**src/rtl/conv_17_19_acc_sat.sv**
```systemverilog
// Accumulates KERNEL_LEN signed products onto a per-window bias, then rounds,
// shifts and saturates the sum to a signed OUT_WIDTH result on a valid/ready stream.
module conv_17_19_acc_sat #(
  parameter int PROD_WIDTH = 24,
  parameter int ACC_WIDTH  = 32,
  parameter int OUT_WIDTH  = 16,
  parameter int KERNEL_LEN = 9,
  parameter int SHIFT      = 8
) (
  input  logic                  ap_clk,
  input  logic                  ap_rst_n,
  input  logic [PROD_WIDTH-1:0] prod_tdata,
  input  logic                  prod_tvalid,
  output logic                  prod_tready,
  input  logic [ACC_WIDTH-1:0]  bias,
  output logic [OUT_WIDTH-1:0]  out_tdata,
  output logic                  out_tvalid,
  input  logic                  out_tready,
  output logic                  out_sat
);

  localparam int CNT_W = $clog2(KERNEL_LEN);

  localparam logic [1:0] ST_ACCUM = 2'd0;
  localparam logic [1:0] ST_REQ   = 2'd1;
  localparam logic [1:0] ST_HOLD  = 2'd2;

  // Rounding and clip bounds live in the ACC_WIDTH+1 domain so acc + half never wraps.
  localparam logic signed [ACC_WIDTH:0] C_HALF =
    {{ACC_WIDTH{1'b0}}, 1'b1} << (SHIFT - 1);
  localparam logic signed [ACC_WIDTH:0] C_MAX =
    {{(ACC_WIDTH-OUT_WIDTH+2){1'b0}}, {(OUT_WIDTH-1){1'b1}}};
  localparam logic signed [ACC_WIDTH:0] C_MIN =
    {{(ACC_WIDTH-OUT_WIDTH+2){1'b1}}, {(OUT_WIDTH-1){1'b0}}};

  logic [1:0]                  r_state;
  logic [CNT_W-1:0]            r_cnt;
  logic [ACC_WIDTH-1:0]        r_acc;
  logic [OUT_WIDTH-1:0]        r_out_tdata;
  logic                        r_out_tvalid;
  logic                        r_out_sat;

  logic                        w_hs;
  logic [ACC_WIDTH-1:0]        w_prod_ext;
  logic [ACC_WIDTH-1:0]        w_base;
  logic signed [ACC_WIDTH:0]   w_rnd;
  logic signed [ACC_WIDTH:0]   w_shr;

  assign prod_tready = (r_state == ST_ACCUM);
  assign w_hs        = prod_tvalid & prod_tready;
  assign w_prod_ext  = {{(ACC_WIDTH-PROD_WIDTH){prod_tdata[PROD_WIDTH-1]}}, prod_tdata};
  assign w_base      = (r_cnt == '0) ? bias : r_acc;
  assign w_rnd       = $signed({r_acc[ACC_WIDTH-1], r_acc}) + C_HALF;
  assign w_shr       = w_rnd >>> SHIFT;

  assign out_tdata  = r_out_tdata;
  assign out_tvalid = r_out_tvalid;
  assign out_sat    = r_out_sat;

  always_ff @(posedge ap_clk or negedge ap_rst_n) begin
    if (!ap_rst_n) begin
      r_state      <= ST_ACCUM;
      r_cnt        <= '0;
      r_acc        <= '0;
      r_out_tdata  <= '0;
      r_out_tvalid <= 1'b0;
      r_out_sat    <= 1'b0;
    end else begin
      case (r_state)
        ST_ACCUM: begin
          if (w_hs) begin
            r_acc <= w_base + w_prod_ext;
            if (r_cnt == CNT_W'(KERNEL_LEN - 1)) begin
              r_cnt   <= '0;
              r_state <= ST_REQ;
            end else begin
              r_cnt <= r_cnt + 1'b1;
            end
          end
        end
        ST_REQ: begin
          if (w_shr > C_MAX) begin
            r_out_tdata <= {1'b0, {(OUT_WIDTH-1){1'b1}}};
            r_out_sat   <= 1'b1;
          end else if (w_shr < C_MIN) begin
            r_out_tdata <= {1'b1, {(OUT_WIDTH-1){1'b0}}};
            r_out_sat   <= 1'b1;
          end else begin
            r_out_tdata <= w_shr[OUT_WIDTH-1:0];
            r_out_sat   <= 1'b0;
          end
          r_out_tvalid <= 1'b1;
          r_state      <= ST_HOLD;
        end
        ST_HOLD: begin
          if (r_out_tvalid && out_tready) begin
            r_out_tvalid <= 1'b0;
            r_state      <= ST_ACCUM;
          end
        end
        default: r_state <= ST_ACCUM;
      endcase
    end
  end

endmodule
```
**config.mk**
```make
export PLATFORM = sky130hd
export DESIGN_NAME = conv_17_19_acc_sat
export DESIGN_NICKNAME = d
export VERILOG_FILES = /design/src/rtl/conv_17_19_acc_sat.sv
export SDC_FILE = /design/constraint.sdc
export NUM_CORES = 1
export LEC_CHECK = 0
export CORE_MARGIN = 2
export CORE_UTILIZATION = 50
export CTS_BUF_LIST = sky130_fd_sc_hd__clkbuf_8
export DETAILED_ROUTE_END_ITERATION = 8
export GPL_TIMING_DRIVEN = 0
export PLACE_DENSITY = 0.79
export RECOVER_POWER = 50
export SLEW_MARGIN = 20
export SYNTH_ARGS = -nofsm -noshare
export SYNTH_HDL_FRONTEND = slang
export SYNTH_SLANG_ARGS = --single-unit
```
**constraint.sdc**
```tcl
create_clock -name ap_clk -period 4.7 [get_ports ap_clk]
set_clock_uncertainty 0.1 [all_clocks]
set_input_delay 0.94 -clock ap_clk [delete_from_list [all_inputs] [get_ports ap_clk]]
set_output_delay 0.94 -clock ap_clk [all_outputs]
set_load 0.02 [all_outputs]
```
==> summary.txt <==
Status
  – Status: finished, violations left
  – Failing checks: max-capacitance violations, max-slew violations

Synth
  – Asr flop ratio synth: 1.00
  – Synthesis-stage register bit count: 56
  – YS warnings: 0
  – Synthesized area per cell: 8.79 um^2
  – Syn Nets: 612
  – Synth Flop Type: dfrtp_1
  – Synth Instances: 517
  – Seq/Total Area, Yosys: 0.308
  – EDFF count, synth: 0
  – Syn Std Cell Area: 4540 um^2
  – Netlist cell types: 72

Setup path
  – Crit end category: register
  – FF-to-FF setup slack: 0.28 ns
  – Capturing point of the worst reg2reg path: r_acc[30]
  – RR Startpoint: r_cnt[0]
  – Max FO, Critical Path: 10
  – Crit path kind: reg2reg
  – Worst setup SP type: register
  – Critical Path RT: 4.83 ns
  – Worst R2R Path Depth: 19
  – WP data arrival: 4.55 ns

Routing
  – Antenna-violating nets left: 0
  – DRC viols: 0
  – Drt first pass iters: 5
  – Drt total wl: 10800 um
  – Routed met1 length: 4750 um
  – Met3 WL: 554 um
  – Wirelength per Cell: 15.2 um
  – Top routing layer in use: met4
  – Routed vias: 4058
  – Initial DRC count: 187
  – Vias per cell: 5.68
  – Wire length on met2: 5390 um

Power and ir drop
  – Leakage: 2.47 nW
  – Pwr/cell area: 705 nW/um^2
  – Total power: 3.95 mW
  – VDD IR-drop max: 0.321 mV

STA
  – Worst slew pin tran: 2.99 ns
  – Tmin final: 4.42 ns
  – RSZ-0062 raised after global routing: no
  – TNS Setup: 0 ns
  – Final Hold Viols: 0
  – Setup violators final: 0
  – Final Cycle Share: 0.940
  – FMAX: 226 MHz
  – Max-slew violation count: 57
  – Relative slew slack: -0.996

Placed design
  – Post-DP Area: 5460 um^2
  – Port bufs: 78
  – Inst Count DP: 703
  – Final GP Congestion: 0.914
  – Hpwl dp: 8630 um

GRT
  – GRT overflow: 0
  – Tot GR Track Use: 0.225
  – First-pass GRT wire length: 18300 um
  – Pin count of the biggest net entering global routing: 57
  – Initial antenna violation count: 0
  – Vias in the first global route: 3943

Hold path
  – Worst hold stages: 2
  – Min-delay src: out_tdata[15]
  – Min-delay worst type: reg2reg
  – Hold path endpoint: out_tdata[15]

Cells and area
  – Layout cells sized above 1: 0.122
  – Final core utilization: 0.640
  – Layout area overhead: 23.4%
  – Fin cells: 714
  – Nets@finish: 700
  – Diodes inserted: 0
  – Design Area, Final: 5610 um^2

Clock tree
  – Clock buffer count from CTS: 5
  – H-tree Lvls: 2
  – Clock latency on the worst-skew pair: 0.32 ns
  – Clock Sink Count: 56
  – Clock buffer depth: 2
  – Clock-pin slew on the worst setup and hold paths: 0.11 ns
  – Root Driver: clkbuf_8
  – Number of hold buffers added after cts: 0
  – CTS tree: yes

Floorplanning
  – Core ar.: 8760 um^2
  – Row Count: 34
  – Starting Density: 0.519
  – Die width: 99.3 um
  – # IOs: 79
  – Die Area: 9870 um^2
  – Die Span Y: 99.3 um

Run
  – Maxcap violations: 1
## kinds of logic after synthesis
family	share of synthesized area
mux	0.0787
fa+ha+maj	0.100
buf+inv	0.0336
xor+xnor	0.0887
simple gates	0.181
compound gates	0.210
flops	0.308
## where the power goes
part,switching [mW],internal [mW]
Clock,0.173,0.161
Combinational,1.39,1.27
Sequential,0.241,0.715
## worst max-delay path, stage by stage (launching register included)
cell and delay (ns):
dfrtp_1 0.43, inv_1 0.07, ha_1 0.19, or3b_2 0.49, buf_6 0.17, mux2_2 0.27, ha_1 0.21, inv_1 0.08
fa_1 0.21, nor2b_1 0.06, o21a_1 0.18, o21ai_1 0.18, a211o_1 0.19, a31o_2 0.20, o211ai_1 0.09, buf_4 0.17
a311oi_2 0.25, a21oi_1 0.16, or4b_1 0.53, o2111ai_1 0.11
## metal layers
layer	GRT usage	vias up
met4	0.0622	0
met2	0.398	103
met5	0	-
li1	-	2032
met3	0.0344	11
met1	0.287	1912
## sequential cells by signal, indices dropped and copies added (netlist names)
| name | count |
|---|---|
| out_sat | 1 |
| out_tdata | 16 |
| out_tvalid | 1 |
| r_acc | 32 |
| r_cnt | 4 |
| r_state | 2 |
## layout make-up
class                      instances  area [um^2]
inverter                          15         56.3
sequential                        56         1400
fill                             781         3160
tap                              108          135
multi-input combinational        427         3000
clock buffer                       5         68.8
buffer                            18         93.8
clock inverter                     3         46.3
timing repair buffer              82          805
## Yosys cell counts (all sizes together), types with 2 or more instances
cell	n	area share
o21bai	5	0.0083
a21boi	3	0.0050
a311oi	3	0.0096
clkbuf	13	0.013
a22oi	15	0.025
nand3b	2	0.0033
nand4	7	0.0096
o21a	5	0.0085
and3	6	0.0085
ha	34	0.094
a211o	2	0.0039
xor2	20	0.039
nand3	11	0.012
o211ai	2	0.0033
and4	3	0.0058
inv	15	0.012
mux2	30	0.074
or2	2	0.0028
a211oi	4	0.0088
a21oi	32	0.042
nand2	81	0.067
mux2i	2	0.0044
nor4	3	0.0041
o21ai	49	0.055
nor2	30	0.025
nor3	3	0.0044
a21o	13	0.022
xnor2	26	0.050
nand2b	3	0.0041
dfrtp	56	0.31
nor2b	7	0.0096
or3	2	0.0030
and2	5	0.0074
buf	6	0.0083
## timing repair
item | CTS | global route
gates resized for setup | 2 | 2
buffers inserted | 3 | 1
setup endpoints to repair | 3 | 1
pin swaps | 0 | 1
## cell usage in the layout, fill, tap and decap left out, types with 3 or more instances in the layout
cell             count
inv_1               15
a21o_1              12
o21ai_0             42
nor4_1               3
xor2_1              20
mux2_2              30
o21a_1               4
xnor2_1             26
a22oi_1             15
dlygate4sd3_1        3
clkbuf_8             6
o21bai_1             5
clkbuf_1            12
dfrtp_1             56
nand4_1              7
a21oi_1             26
nor2b_1              7
clkdlybuf4s50_1     74
ha_1                34
a21oi_2              5
buf_2                4
nand3_1             11
and4_1               3
nor3_1               3
o21ai_1              6
buf_4                5
and3_1               5
nand2b_1             3
nand2_1             81
nor2_1              29
## stage by stage
step | worst slack, ns | hold slack, ns
after floorplan | 0.256 | 0.340
after global placement | -0.600 | 0.362
after detailed placement | -0.282 | 0.373
after CTS | 0.226 | 0.397
after global routing | 0.00843 | 0.416
final | 0.281 | 0.381
## worst max-delay path by stage
stage / from / end / slack (ns) / depth (start not counted)
floorplan: r_cnt[0] / r_acc[31] / 0.26 / 16
global placement: r_cnt[0] / r_acc[30] / -0.60 / 16
detailed placement: r_cnt[0] / r_acc[30] / -0.28 / 16
CTS: r_cnt[0] / r_acc[30] / 0.23 / 16
global route: r_cnt[0] / r_acc[30] / 0.008 / 17
finish: r_cnt[0] / r_acc[30] / 0.28 / 19
No activity file was read; power rests on OpenSTA's default activity.
